[config.mk]
export PLATFORM = sky130hd
export DESIGN_NAME = spi_slave
export DESIGN_NICKNAME = d
export VERILOG_FILES = /design/src/rtl/spi_slave.sv
export SDC_FILE = /design/constraint.sdc
export NUM_CORES = 1
export LEC_CHECK = 0
export CAP_MARGIN = 25
export CELL_PAD_IN_SITES_DETAIL_PLACEMENT = 1
export CELL_PAD_IN_SITES_GLOBAL_PLACEMENT = 1
export CORE_MARGIN = 2
export CORE_UTILIZATION = 41
export CTS_CLUSTER_SIZE = 30
export DETAILED_ROUTE_END_ITERATION = 12
export GPL_TIMING_DRIVEN = 0
export PLACE_DENSITY_LB_ADDON = 0.05
export SLEW_MARGIN = 20
export SYNTH_ARGS = -nofsm -noshare
export SYNTH_HDL_FRONTEND = slang
export SYNTH_SLANG_ARGS = --single-unit
[constraint.sdc]
create_clock -name clk -period 1.6 [get_ports clk]
set_input_delay 0.16 -clock clk [delete_from_list [all_inputs] [get_ports clk]]
set_output_delay 0.16 -clock clk [all_outputs]
set_load 0.02 [all_outputs]
[src/rtl/spi_slave.sv]
// spi_slave: oversampled SPI slave with a valid/ready transmit holding register and received-word output
module spi_slave #(
   parameter int   DATA_WIDTH = 8,
   parameter logic CPOL       = 1'b0,
   parameter logic CPHA       = 1'b0
) (
   input  logic                  clk,
   input  logic                  rst_n,
   input  logic                  sck,
   input  logic                  nss,
   input  logic                  mosi,
   output logic                  miso,
   input  logic [DATA_WIDTH-1:0] tx_data,
   input  logic                  tx_valid,
   output logic                  tx_ready,
   output logic [DATA_WIDTH-1:0] data_recv,
   output logic                  recv_valid,
   output logic                  tx_underrun,
   output logic                  frame_err
);
   localparam int CW = $clog2(DATA_WIDTH + 1);
   typedef enum logic {IDLE, ACTIVE} state_t;
   state_t state, state_d;
   logic [2:0] sck_q, nss_q;
   logic [1:0] mosi_q, settle;
   logic armed, hold_full, skip, reload_pend, word_done;
   logic [DATA_WIDTH-1:0] hold, tx_shift, rx_shift, load_word;
   logic [CW-1:0] bit_cnt;
   logic sck_rise, sck_fall, lead, trail, nss_fall, nss_rise;
   logic start, stop, smp, shf, last, load, accept;
   assign sck_rise  = sck_q[1] & ~sck_q[2];
   assign sck_fall  = ~sck_q[1] & sck_q[2];
   assign lead      = CPOL ? sck_fall : sck_rise;
   assign trail     = CPOL ? sck_rise : sck_fall;
   assign nss_fall  = ~nss_q[1] & nss_q[2] & armed;
   assign nss_rise  = nss_q[1] & ~nss_q[2];
   assign tx_ready  = ~hold_full;
   assign accept    = tx_valid & ~hold_full;
   assign load_word = hold_full ? hold : '0;
   assign last      = bit_cnt == CW'(DATA_WIDTH - 1);
   always_ff @(posedge clk) begin
      if (!rst_n) state <= IDLE;
      else        state <= state_d;
   end
   always_comb begin
      state_d = state;
      start   = 1'b0;
      stop    = 1'b0;
      smp     = 1'b0;
      shf     = 1'b0;
      if (state == IDLE) begin
         start   = nss_fall;
         state_d = nss_fall ? ACTIVE : IDLE;
      end else begin
         stop    = nss_rise;
         smp     = ~nss_rise & (CPHA ? trail : lead);
         shf     = ~nss_rise & (CPHA ? lead : trail);
         state_d = nss_rise ? IDLE : ACTIVE;
      end
      load = start | (shf & ~skip & reload_pend) | (CPHA & smp & last);
   end
   always_ff @(posedge clk) begin
      if (!rst_n) begin
         sck_q       <= {3{CPOL}};
         nss_q       <= '1;
         mosi_q      <= '0;
         settle      <= '0;
         armed       <= 1'b0;
         hold        <= '0;
         hold_full   <= 1'b0;
         tx_shift    <= '0;
         rx_shift    <= '0;
         bit_cnt     <= '0;
         skip        <= 1'b0;
         reload_pend <= 1'b0;
         word_done   <= 1'b0;
         miso        <= 1'b0;
         data_recv   <= '0;
         recv_valid  <= 1'b0;
         tx_underrun <= 1'b0;
         frame_err   <= 1'b0;
      end else begin
         sck_q       <= {sck_q[1:0], sck};
         nss_q       <= {nss_q[1:0], nss};
         mosi_q      <= {mosi_q[0], mosi};
         settle      <= (settle == 2'd3) ? settle : settle + 2'd1;
         armed       <= armed | ((settle == 2'd3) & nss_q[1] & nss_q[2]);
         hold_full   <= accept | (hold_full & ~load);
         word_done   <= smp & last;
         recv_valid  <= word_done;
         tx_underrun <= load & ~hold_full;
         frame_err   <= stop & (bit_cnt != '0);
         if (accept) hold <= tx_data;
         if (word_done) data_recv <= rx_shift;
         if (start | stop) begin
            bit_cnt     <= '0;
            skip        <= start;
            reload_pend <= 1'b0;
         end
         if (stop) miso <= 1'b0;
         if (smp) begin
            rx_shift    <= {rx_shift[DATA_WIDTH-2:0], mosi_q[1]};
            bit_cnt     <= last ? '0 : bit_cnt + 1'b1;
            skip        <= CPHA & last;
            reload_pend <= ~CPHA & last;
         end
         if (shf) begin
            if (skip) begin
               if (CPHA) begin
                  miso <= tx_shift[DATA_WIDTH-1];
                  skip <= 1'b0;
               end
            end else if (!load) begin
               tx_shift <= tx_shift << 1;
               miso     <= tx_shift[DATA_WIDTH-2];
            end
         end
         if (load) begin
            tx_shift    <= load_word;
            reload_pend <= 1'b0;
            if (!CPHA) miso <= load_word[DATA_WIDTH-1];
         end
      end
   end
endmodule

== After elaboration in Yosys (flattened, before gate mapping) ==
Index checks and enable logic that the tools add are counted.
Cells by class
  equality and inequality tests: 3
  reduce and logical (&&, ||, !) cells: 6
  multiplexer cells: 20
  bitwise operators: 29
  add/subtract/negate cells: 2
Operator list (number)
  2-to-1 mux 7 bit: 3
  bitwise AND 1 bit: 16
  2-to-1 mux 1 bit: 13
  2-to-1 mux 4 bit: 3
  NOT 1 bit: 9
  2-to-1 mux 8 bit: 1
  adder 4 x 1 -> 4 bit (second input constant): 1
  equality test 4 x 3 -> 1 bit (second input constant): 1
  bitwise OR 1 bit: 4
  nonzero test 2 bit: 2
  nonzero test 4 bit: 1
  OR reduction 2 bit: 2
  adder 2 x 1 -> 2 bit (second input constant): 1
  equality test 2 bit (second input constant): 1
  != test 2 x 1 -> 1 bit (second input constant): 1
  AND reduction 2 bit: 1
Storage, ports and cells
  output and inout bits: 13
  register bits: 55
  input port bits: 14
  word-level logic and storage cells: 79

== Longest topological paths before layout ==
  depth after elaboration: 11
  depth in mapped cells: 6

== Worst setup path after synthesis ==
No wires, ideal clock.
  kind: register -> register
  from: reg nss_q[2]
  to: reg bit_cnt[3]
  library setup time: 74 ps
  period minus slack after synthesis: 1373 ps
  cell stages (with the launch flop): 5
  setup slack: 227 ps
  path buffers: 0
  arrival time: 1298 ps
  path through: dfxtp_1 -> nand2b_4 -> nand4b_4 -> or4_1 -> a31oi_1
Between the ends
  word-level cells in the longest chain between the ends: 6
  elaborated cells on any way between the ends: 12
Ends and longest elaborated chain
  start: declaration: RTL line 24  | logic [2:0] sck_q, nss_q;
  start signal: assignment: RTL line 84  | nss_q <= {nss_q[1:0], nss};
  NOT 1 bit: RTL line 36  | assign nss_rise = nss_q[1] & ~nss_q[2];
  bitwise AND 1 bit: RTL line 36
  NOT 1 bit: RTL line 56  | smp = ~nss_rise & (CPHA ? trail : lead);
  bitwise AND 1 bit: RTL line 56
  2-to-1 mux 1 bit: RTL line 51  | if (state == IDLE) begin
  2-to-1 mux 4 bit or nonzero test 2 bit (tied branches)
  end signal: assignment: RTL line 103  | bit_cnt <= last ? '0 : bit_cnt + 1'b1;
  end: declaration: RTL line 28  | logic [CW-1:0] bit_cnt;
Parallel ways exist; a longest one is shown, timed or not.
A chain may end at the register's enable or synchronous reset.

== Worst setup path after layout ==
  from: reg hold_full
  to: out tx_ready
Between the ends
  word-level cells in the longest chain between the ends: 1
Ends and longest elaborated chain
  start: declaration: RTL line 26  | logic armed, hold_full, skip, reload_pend, word_done;
  start signal: assignment: RTL line 88  | hold_full <= accept | (hold_full & ~load);
  NOT 1 bit: RTL line 37  | assign tx_ready = ~hold_full;
  end: declaration: RTL line 15  | output logic tx_ready,
Every way passes these cells.

==> flow_summary.yaml <==
run_status:
  status: "complete, no violations"
global_route:
  met3_usage_pct: 4.82
  met2_usage_pct: 29.9
  antenna_found_initial: 0
  grt_max_degree: 16
  grt_pass1_vias: 1612
  busiest_layer: "met2"
  grt_usage_pct: 17.6
  grt_pass1_wl_um: 7380
  gr-usage-met1_pct: 21.5
  gr-total-overflow: 0
logic_synthesis:
  yosysSeqAreaShare_pct: 53.2
  synth_area_leader_cell: "dfxtp_1"
  synth_top_area_share_pct: 53.2
  netlist_top_cells_area: "dfxtp_1 53%, nand2_1 6.9%, a21oi_1 6.0%, nor2_1 4.7%, mux2i_1 4.4%"
  async_flop_share_pct: 0
  ys_warn_count: 0
  syn_area_um2: 2070
  synth_cell_types: 36
  synth_edf_count: 0
  ys_seq_elements: 55
  synth_fp_nets: 246
  synthFlopType: "dfxtp_1"
  syn_inst: 229
  synth.avg_cell_area_um2: 9.04
routing:
  wire_per_inst_um: 13.5
  drc: 0
  wirelength_um: 4440
  ant_nets: 0
  vias: 1676
  routed_via_density: 5.09
  dr.pass1.iters: 4
  drt_iter0_drc: 38
min_path:
  hold_path.class: "in2reg"
clock_tree:
  clkLatencyLatePin_ns: 0.30
  root_buffer: "clkbuf_8"
  cts_buffers: 5
  ctsHoldBuffers: 0
  cts.sinks: 55
  htree_levels: 2
  clock_path_buffers: 2
  cts_tree: "yes"
  clkTransAtPathRegs_ns: 0.10
worst_setup_path:
  critPathArrivalTime_ns: 1.36
  r2r_setup_slack_ns: 0.10
  slowest_stage: "clkdlybuf4s50_1"
  cp-start-kind: "flip-flop"
  path_cells: "inv_2, clkdlybuf4s50_1"
  path_max_fanout: 6
  crit_path_end_kind: "output port"
  required_ns: 1.44
  critPathKind: "reg2out"
  critPathMaxStageDelay_ns: 0.60
  critPathBufInv: 2
  critPathTopFamily: "buffers and inverters"
sta:
  fin_tns_setup_ns: 0
  hold_violations: 0
  setup_viol_count_final: 0
  worst_hold_slack_ns: 0.390
  period_share_pct: 95.3
  tightest_slew_ns: 0.630
  fmax_mhz: 656
  relSlewSlack_pct: 58.0
  rsz0062_at_grt: "true"
  finalClockSkew_ns: 0.0106
  period_needed_ns: 1.52
  drv_slew: 0
pwr:
  vdd_drop_max_uv: 594
  total_power_mw: 2.36
  pwr_density_cell_nw_per_um2: 932
  p_leak_nw: 0.933
floorplanning:
  ios: 27
  core_area_um2: 4790
  dieArea_um2: 5630
  fp-row-count: 25
  fp.dieW_um: 75.0
  initial_utilization_pct: 43.2
  dieHeight_um: 75.0
final_layout:
  final_common_cell: "dfxtp_1"
  syn2layout_area_growth_pct: 22.6
  n_antenna_cell: 0
  multiInputGateArea_um2: 917
  design_area_um2: 2540
  mostFrequentLayoutCells: "53 x dfxtp_1, 38 x nand2_1, 26 x nor2_1, 26 x clkdlybuf4s50_1, 25 x a21oi_1"
  fillers: 584
  final_layout_size_suffix_gt1_share_pct: 9.92
  num-nets-final: 279
  seqCellArea_um2: 1100
place:
  port_buffers: 26
  hpwl_um: 3160
  postPlaceCellArea_um2: 2410
  gp_congestion: 0.832
job:
  maxCapViolCount: 0
==> tightest hold or removal path, cell delays in order <==
cell	delay [ns]
clkdlybuf4s50_1	0.40
nand2_1	0.05
a21oi_1	0.05
==> through the flow <==
step | cells | util [%] | worst slack, ns
6_report | 329 | 53.0 | 0.0751
5_1_grt | 329 | 53.0 | -0.0481
4_1_cts | 329 | 52.3 | 0.0238
3_5_place_dp | 322 | 50.4 | -0.497
3_3_place_gp | 322 | 50.4 | -0.435
2_1_floorplan | 229 | - | 0.227
==> where the power goes <==
group / total [mW] / internal [mW] / switching (mW)
Clock: 0.767 / 0.341 / 0.426
Sequential: 1.44 / 1.41 / 0.0288
Combinational: 0.158 / 0.0776 / 0.0805
==> metal layers <==
layer  wire length, um  up-vias
li1                  -      845
met1              2050      802
met2              2200       24
met3               137        5
met4                59        0
met5                 0        -
==> kinds of logic (layout without fill, tap and decap cells) <==
kind of cell | count (synthesis) | after routing | share of synthesized area (%)
AOI/OAI and AO/OA | 47 | 47 | 14.0
xor gates and xnor gates | 1 | 1 | 0.423
adders and majority gates | 3 | 3 | 1.81
buffers and inverters | 17 | 50 | 3.33
DFF | 55 | 55 | 53.2
muxes | 9 | 9 | 4.35
and+or+nand+nor | 97 | 97 | 22.9
==> Yosys cell counts, types with 2 or more instances <==
cell	count
a221oi_1	6
and2_1	6
inv_1	3
nor2_1	26
nor3_1	3
a21oi_1	25
nand3_1	9
nor4bb_1	2
nand2_1	38
nand2b_1	3
clkbuf_1	8
ha_1	3
inv_2	2
o21ai_0	6
buf_2	4
mux2i_1	9
a31oi_1	3
dfxtp_1	55
==> sequential cells by signal, summed over array words and instances (netlist names), 2 cells and up <==
name / cells
bit_cnt: 4
data_recv: 8
hold: 8
mosi_q: 2
nss_q: 3
rx_shift: 8
sck_q: 3
settle: 2
tx_shift: 7
==> worst paths after layout <==
path | start | end | cells after the start
worst min-delay path | tx_data[4] | hold[4]$_SDFFE_PN0P_ | 3
worst min register to register | nss_q[0]$_SDFF_PN1_ | nss_q[1]$_SDFF_PN1_ | 1
worst max-delay path | hold_full$_SDFF_PN0_ | tx_ready | 2
worst max register to register | armed$_SDFF_PN0_ | tx_shift[6]$_SDFFE_PN0P_ | 5
==> cell type report <==
cell class,count,share of cell area [%]
flip-flops and latches,55,43.5
multi-input cells,157,36.2
repair buffers,27,10.6
well taps,67,3.31
clock buffers,6,3.26
plain buffers,11,2.27
inverters,5,0.740
clock inverters,1,0.197
==> repair_timing <==
action                                 in CTS  in global routing
endpoints found under the hold margin       0                  0
buffers inserted                            0                  1
gates resized for setup                     2                 11
setup endpoints to repair                  12                 28
pin swaps                                   0                  1
(Power assumes the default switching activity.)
